[src/rtl/conv_pkg.sv]
// Shared definitions for the 3x3 convolution path: pixel width, default
// image geometry and the line-buffer state encoding.
package conv_pkg;

  localparam int PIX_W          = 8;
  localparam int IMG_WIDTH_DEF  = 28;
  localparam int IMG_HEIGHT_DEF = 28;

  typedef enum logic [1:0] {
    IDLE = 2'd0,
    RUN  = 2'd1,
    DONE = 2'd2
  } lb_state_t;

endpackage

[src/rtl/lb_line_mem.sv]
// One image row of pixels: synchronous write, asynchronous read on the
// same address so the old value can be forwarded in the write cycle.
module lb_line_mem
  import conv_pkg::*;
#(
  parameter int DEPTH  = IMG_WIDTH_DEF,
  parameter int DATA_W = PIX_W,
  parameter int AW     = $clog2(DEPTH)
) (
  input  logic              clk,
  input  logic              we,
  input  logic [AW-1:0]     addr,
  input  logic [DATA_W-1:0] wdata,
  output logic [DATA_W-1:0] rdata
);

  logic [DATA_W-1:0] mem_q [DEPTH];

  // Row storage; contents are never reset, consumers gate them by row count
  always_ff @(posedge clk) begin
    if (we) mem_q[addr] <= wdata;
  end

  assign rdata = mem_q[addr];

endmodule

[src/rtl/conv_line_buffer.sv]
// Line buffer feeding the 3x3 convolution kernel. Turns a raster pixel
// stream into 3-pixel columns (rows y-2, y-1, y) and flags the columns that
// complete a fully populated 3x3 window.
module conv_line_buffer
  import conv_pkg::*;
#(
  parameter int IMG_WIDTH  = IMG_WIDTH_DEF,
  parameter int IMG_HEIGHT = IMG_HEIGHT_DEF,
  parameter int DATA_W     = PIX_W
) (
  input  logic              CLK,
  input  logic              RESETn,
  input  logic [DATA_W-1:0] pix_data,
  input  logic              pix_valid,
  input  logic              pix_sof,
  output logic              pix_ready,
  input  logic              out_stall,
  output logic              shift,
  output logic [DATA_W-1:0] out_a,
  output logic [DATA_W-1:0] out_b,
  output logic [DATA_W-1:0] out_c,
  output logic              win_valid,
  output logic              frame_done,
  output logic              err_sof
);

  localparam int CW = $clog2(IMG_WIDTH);
  localparam int RW = $clog2(IMG_HEIGHT);
  localparam logic [CW-1:0] COL_LAST = CW'(IMG_WIDTH - 1);
  localparam logic [RW-1:0] ROW_LAST = RW'(IMG_HEIGHT - 1);
  localparam logic [CW-1:0] COL_TWO  = CW'(2);
  localparam logic [RW-1:0] ROW_ONE  = RW'(1);
  localparam logic [RW-1:0] ROW_TWO  = RW'(2);

  lb_state_t         state_q, state_d;
  logic [CW-1:0]     col_q, col_d;
  logic [RW-1:0]     row_q, row_d;
  logic              shift_q, shift_d;
  logic              win_q, win_d;
  logic              done_q, done_d;
  logic              err_q, err_d;
  logic [DATA_W-1:0] out_a_q, out_a_d;
  logic [DATA_W-1:0] out_b_q, out_b_d;
  logic [DATA_W-1:0] out_c_q, out_c_d;

  logic              accept;
  logic              proc;
  logic              last_pix;
  logic [CW-1:0]     x;
  logic [RW-1:0]     y;
  logic [DATA_W-1:0] line1_rd;
  logic [DATA_W-1:0] line2_rd;

  // Ready depends only on stall and state, never on pix_valid
  always_comb begin
    pix_ready = ~out_stall & (state_q != DONE);
  end

  assign accept = pix_valid & pix_ready;

  // Effective pixel position: a start-of-frame pixel is always (row 0, col 0);
  // in IDLE only start-of-frame pixels are processed, others are dropped
  always_comb begin
    proc     = accept & (pix_sof | (state_q == RUN));
    x        = pix_sof ? '0 : col_q;
    y        = pix_sof ? '0 : row_q;
    last_pix = proc & (x == COL_LAST) & (y == ROW_LAST);
  end

  // Frame sequencing: next state
  always_comb begin
    state_d = state_q;
    unique case (state_q)
      IDLE:    if (proc) state_d = RUN;
      RUN:     if (last_pix) state_d = DONE;
      DONE:    state_d = IDLE;
      default: state_d = IDLE;
    endcase
  end

  // Raster position counters, cleared on the way back to IDLE
  always_comb begin
    col_d = col_q;
    row_d = row_q;
    if (state_q == DONE) begin
      col_d = '0;
      row_d = '0;
    end else if (proc) begin
      if (x == COL_LAST) begin
        col_d = '0;
        row_d = (y == ROW_LAST) ? '0 : y + RW'(1);
      end else begin
        col_d = x + CW'(1);
        row_d = y;
      end
    end
  end

  // Column outputs; rows not yet received in this frame read as zero
  always_comb begin
    shift_d = proc;
    win_d   = proc & (y >= ROW_TWO) & (x >= COL_TWO);
    err_d   = proc & pix_sof & (state_q == RUN);
    done_d  = (state_q == DONE);
    out_a_d = out_a_q;
    out_b_d = out_b_q;
    out_c_d = out_c_q;
    if (proc) begin
      out_c_d = pix_data;
      out_b_d = (y >= ROW_ONE) ? line1_rd : '0;
      out_a_d = (y >= ROW_TWO) ? line2_rd : '0;
    end
  end

  // State, counters and registered outputs
  always_ff @(posedge CLK or negedge RESETn) begin
    if (!RESETn) begin
      state_q <= IDLE;
      col_q   <= '0;
      row_q   <= '0;
      shift_q <= 1'b0;
      win_q   <= 1'b0;
      done_q  <= 1'b0;
      err_q   <= 1'b0;
      out_a_q <= '0;
      out_b_q <= '0;
      out_c_q <= '0;
    end else begin
      state_q <= state_d;
      col_q   <= col_d;
      row_q   <= row_d;
      shift_q <= shift_d;
      win_q   <= win_d;
      done_q  <= done_d;
      err_q   <= err_d;
      out_a_q <= out_a_d;
      out_b_q <= out_b_d;
      out_c_q <= out_c_d;
    end
  end

  // line1 holds row y-1, line2 holds row y-2; both shift down on each pixel
  lb_line_mem #(.DEPTH(IMG_WIDTH), .DATA_W(DATA_W), .AW(CW)) u_line1 (
    .clk   (CLK),
    .we    (proc),
    .addr  (x),
    .wdata (pix_data),
    .rdata (line1_rd)
  );

  lb_line_mem #(.DEPTH(IMG_WIDTH), .DATA_W(DATA_W), .AW(CW)) u_line2 (
    .clk   (CLK),
    .we    (proc),
    .addr  (x),
    .wdata (line1_rd),
    .rdata (line2_rd)
  );

  assign shift      = shift_q;
  assign win_valid  = win_q;
  assign frame_done = done_q;
  assign err_sof    = err_q;
  assign out_a      = out_a_q;
  assign out_b      = out_b_q;
  assign out_c      = out_c_q;

endmodule
[config.mk]
export PLATFORM = sky130hd
export DESIGN_NAME = conv_line_buffer
export DESIGN_NICKNAME = d
export VERILOG_FILES = /design/src/rtl/conv_pkg.sv /design/src/rtl/lb_line_mem.sv /design/src/rtl/conv_line_buffer.sv
export SDC_FILE = /design/constraint.sdc
export NUM_CORES = 1
export LEC_CHECK = 0
export CELL_PAD_IN_SITES_DETAIL_PLACEMENT = 1
export CELL_PAD_IN_SITES_GLOBAL_PLACEMENT = 1
export CORE_ASPECT_RATIO = 0.75
export CORE_MARGIN = 4
export CORE_UTILIZATION = 57
export CTS_CLUSTER_SIZE = 14
export DETAILED_ROUTE_END_ITERATION = 10
export GPL_TIMING_DRIVEN = 0
export PLACE_DENSITY = 0.95
export SETUP_SLACK_MARGIN = 0.4
export SLEW_MARGIN = 20
export SYNTH_ARGS = -nofsm -noshare
export SYNTH_HDL_FRONTEND = slang
export SYNTH_SLANG_ARGS = --single-unit
[constraint.sdc]
create_clock -name CLK -period 9.7 [get_ports CLK]
set_input_delay 1.455 -clock CLK [delete_from_list [all_inputs] [get_ports CLK]]
set_output_delay 1.455 -clock CLK [all_outputs]
set_load 0.005 [all_outputs]
==> flow_summary.ini <==
[status]
status = completed

[yosys]
yosys.area.top_type_share_pct = 68.2
synth-edff-count = 448
synth_xor_area_share_pct = 0
avgSynthCellArea_sq_um = 15.8
syn_nets = 1265
synth-compound-area-share_pct = 9.11
synth_ff_type = edfxtp_1
yosys-top-cells-count = edfxtp_1, nand2_1, a211oi_1, o21ai_0
synth_simple_gate_area_share_pct = 7.44
synthArstFlopShare_pct = 8.20
ys_warn_count = 0
synth_top_family_by_area = compound AO/OA/AOI/OAI gates
synth_fa_ha_area_share_pct = 0.381
ys_ff_latch = 488
synth.area.top_cells = edfxtp_1, dfrtp_1, mux4_2
netlist_area_sq_um = 19700
synth.most_common_cell = edfxtp_1
synthMuxAreaShare_pct = 7.03
synth_top_cell_by_area = edfxtp_1
yosysSeqAreaShare_pct = 73.3
syn_inst = 1246
yosys.cell_types.count = 67

[place]
numPortBuffers = 41
placed_cell_area_sq_um = 21100
globalplace.congestion = 0.943
dp_hpwl_um = 42900

[clock_tree]
clk_latency_ps = 570
cts_tree = done
cts_hold_buf = 0
cts_resized = 0
clk_pin_slew_worst_paths_ps = 70
htreeDepth = 2
clockBufferDepth = 3
clkSinkCount = 488
cts_setup_buffers = 0
cts_root_buf = clkbuf_16
cts_buffers = 46

[drt]
vias_per_cell = 7.23
detail_route.wl_per_cell_um = 36.3
vias = 13395
wl_um = 67300
route.detailed.drc = 0
drt_iter0_markers = 2255
firstDrtPassIters = 6
ant_nets = 0

[pwr]
intPower_mw = 3.58
total_leakage_power_nw = 7.54
netSwitchingFraction_pct = 26.8
power_density_nw_per_um2 = 217
sequentialPowerShare_pct = 48.7
combPwrFrac_pct = 14.6
ir_drop_mv = 0.150
p_switching_mw = 1.31
clkPwrFrac_pct = 36.7
power.total_mw = 4.89

[critical_path]
cp_common_cell = buf_2
crit_chain = clkdlybuf4s50_1 -> nor2b_1 -> buf_4 -> inv_2 -> buf_2 -> buf_2 -> a31oi_1 -> a221oi_2 -> nand2_1
r2r_start = col_q[0]$_DFFE_PN0P_
cp.required_ps = 9730
path_class = in2reg
cp-start-kind = primary input
slowest_stage = nand2_1
slowest_delay_ps = 850
startpoint = pix_sof
reg2reg_to = u_line2.mem_q[22][0]$_DFFE_PP_
crit_path_end = u_line2.mem_q[22][0]$_DFFE_PP_
reg2regPathDepth = 7
cp-end-kind = flip-flop
critPathArrivalTime_ps = 5160
critPathMaxFanout = 28
ff2ff_setup_slack_ps = 5490

[finish]
antennaDiodeCount = 0
final_cell_area_sq_um = 22500
fin_util_pct = 66.6
nFillCells = 2975
final_nets = 1386
drive_gt1_share_pct = 20.2
syn_to_final_growth_pct = 14.2

[timing]
finClkSkew_ps = 22.4
setup_viol = 0
rsz0062_at_grt = no
tightest_slew_ps = 1110
hold_viol_final = 0
slew_viol_final = 0
fmax_mhz = 195
fin_setup_tns_ps = 0
fin_crit_sh_pct = 52.9
period_minus_slack_ps = 5130
slew_headroom_pct = 26.1
whs_ps = 471

[global_routing]
grt_use_total_pct = 35.7
antenna_found_initial = 3
grt-ovfl-total = 0
grt_max_degree = 31
grt_pass1_vias = 14129
grt_first_pass_wirelength_um = 97200

[floorplan]
die_w_um = 223
dieArea_sq_um = 37700
io_pins = 42
die_h_um = 169
rows = 58
start_util_pct = 58.3
core_sq_um = 33800

[job]
maxCapViolations = 0

[worst_hold_path]
hold_path.class = reg2reg
[cells in the final DEF, fill, tap and decap left out, types with 32 or more instances in the layout]
master,Yosys,routed
a211oi_1,49,49
a21oi_1,40,40
buf_2,34,51
clkbuf_1,20,36
clkbuf_16,0,47
clkdlybuf4s50_1,0,32
dfrtp_1,40,40
edfxtp_1,448,448
mux4_2,36,36
nand2_1,184,179
o21ai_0,43,41
[registers in the layout, summed over array words and instances, names as in the netlist]
register / cells
u_line1.mem_q: 224
u_line2.mem_q: 224
out_a: 8
out_b: 8
out_c: 8
col_q: 5
row_q: 5
state_q: 2
err_sof: 1
frame_done: 1
shift: 1
win_valid: 1
[through the flow]
stage / instances / setup WS, ps
3_3_place_gp: 1737 / 3050
4_1_cts: 1852 / 4710
2_1_floorplan: 1246 / 5210
6_report: 1852 / 4570
3_5_place_dp: 1769 / 4250
5_1_grt: 1852 / 4480
[worst max-delay path, delay by kind of cell]
family / cells / cell delay (ps)
and+or+nand+nor: 2 / 950
buffers and inverters: 5 / 1820
AOI/OAI and AO/OA: 2 / 880
[layout make-up]
class	instances	area, sq um	share of cell area (%)
Sequential cell	488	14500	64.2
Clock buffer	63	1240	5.49
Buffer	83	500	2.22
Timing Repair Buffer	73	688	3.06
Clock inverter	20	203	0.900
Inverter	12	46.3	0.206
Multi-Input combinational cell	663	4830	21.4
Tap cell	450	563	2.50
[cell families after synthesis]
kind of cell               after synthesis
muxes                                   89
DFF                                    488
AOI/OAI and AO/OA                      254
buffers and inverters                   95
adders and majority gates                6
and+or+nand+nor                        314
[layer usage]
layer  vias to the layer above  global-route usage, %  routed length [um]
met4                         2                   17.1                4010
met5                         -                  0.868                  47
met1                      6712                   45.5               23100
met2                      1255                   55.4               30400
met3                       336                   13.0                9750
li1                       5090                      -                   -
[power by group through the flow]
| stage | logic [mW] | clock network, mW | registers, mW |
|---|---|---|---|
| floorplan | 0.369 | 0 | 2.42 |
| global placement | 0.598 | 0 | 2.43 |
| detailed placement | 0.657 | 0 | 2.43 |
| CTS | 0.678 | 1.79 | 2.38 |
| global route | 0.728 | 1.89 | 2.38 |
| finish | 0.712 | 1.80 | 2.38 |
[worst min path at each step]
stage / start / endpoint / slack, ps / depth (start not counted)
final: state_q[1]$_DFFE_PN0P_ / state_q[0]$_DFFE_PN0P_ / 470 / 1
after CTS: state_q[1]$_DFFE_PN0P_ / state_q[0]$_DFFE_PN0P_ / 460 / 1
after floorplan: state_q[1]$_DFFE_PN0P_ / state_q[0]$_DFFE_PN0P_ / 410 / 1
after global routing: state_q[1]$_DFFE_PN0P_ / state_q[0]$_DFFE_PN0P_ / 490 / 1
after global placement: state_q[1]$_DFFE_PN0P_ / state_q[0]$_DFFE_PN0P_ / 430 / 1
after detailed placement: state_q[1]$_DFFE_PN0P_ / state_q[0]$_DFFE_PN0P_ / 450 / 1
Power figures use the tool's default switching activity.
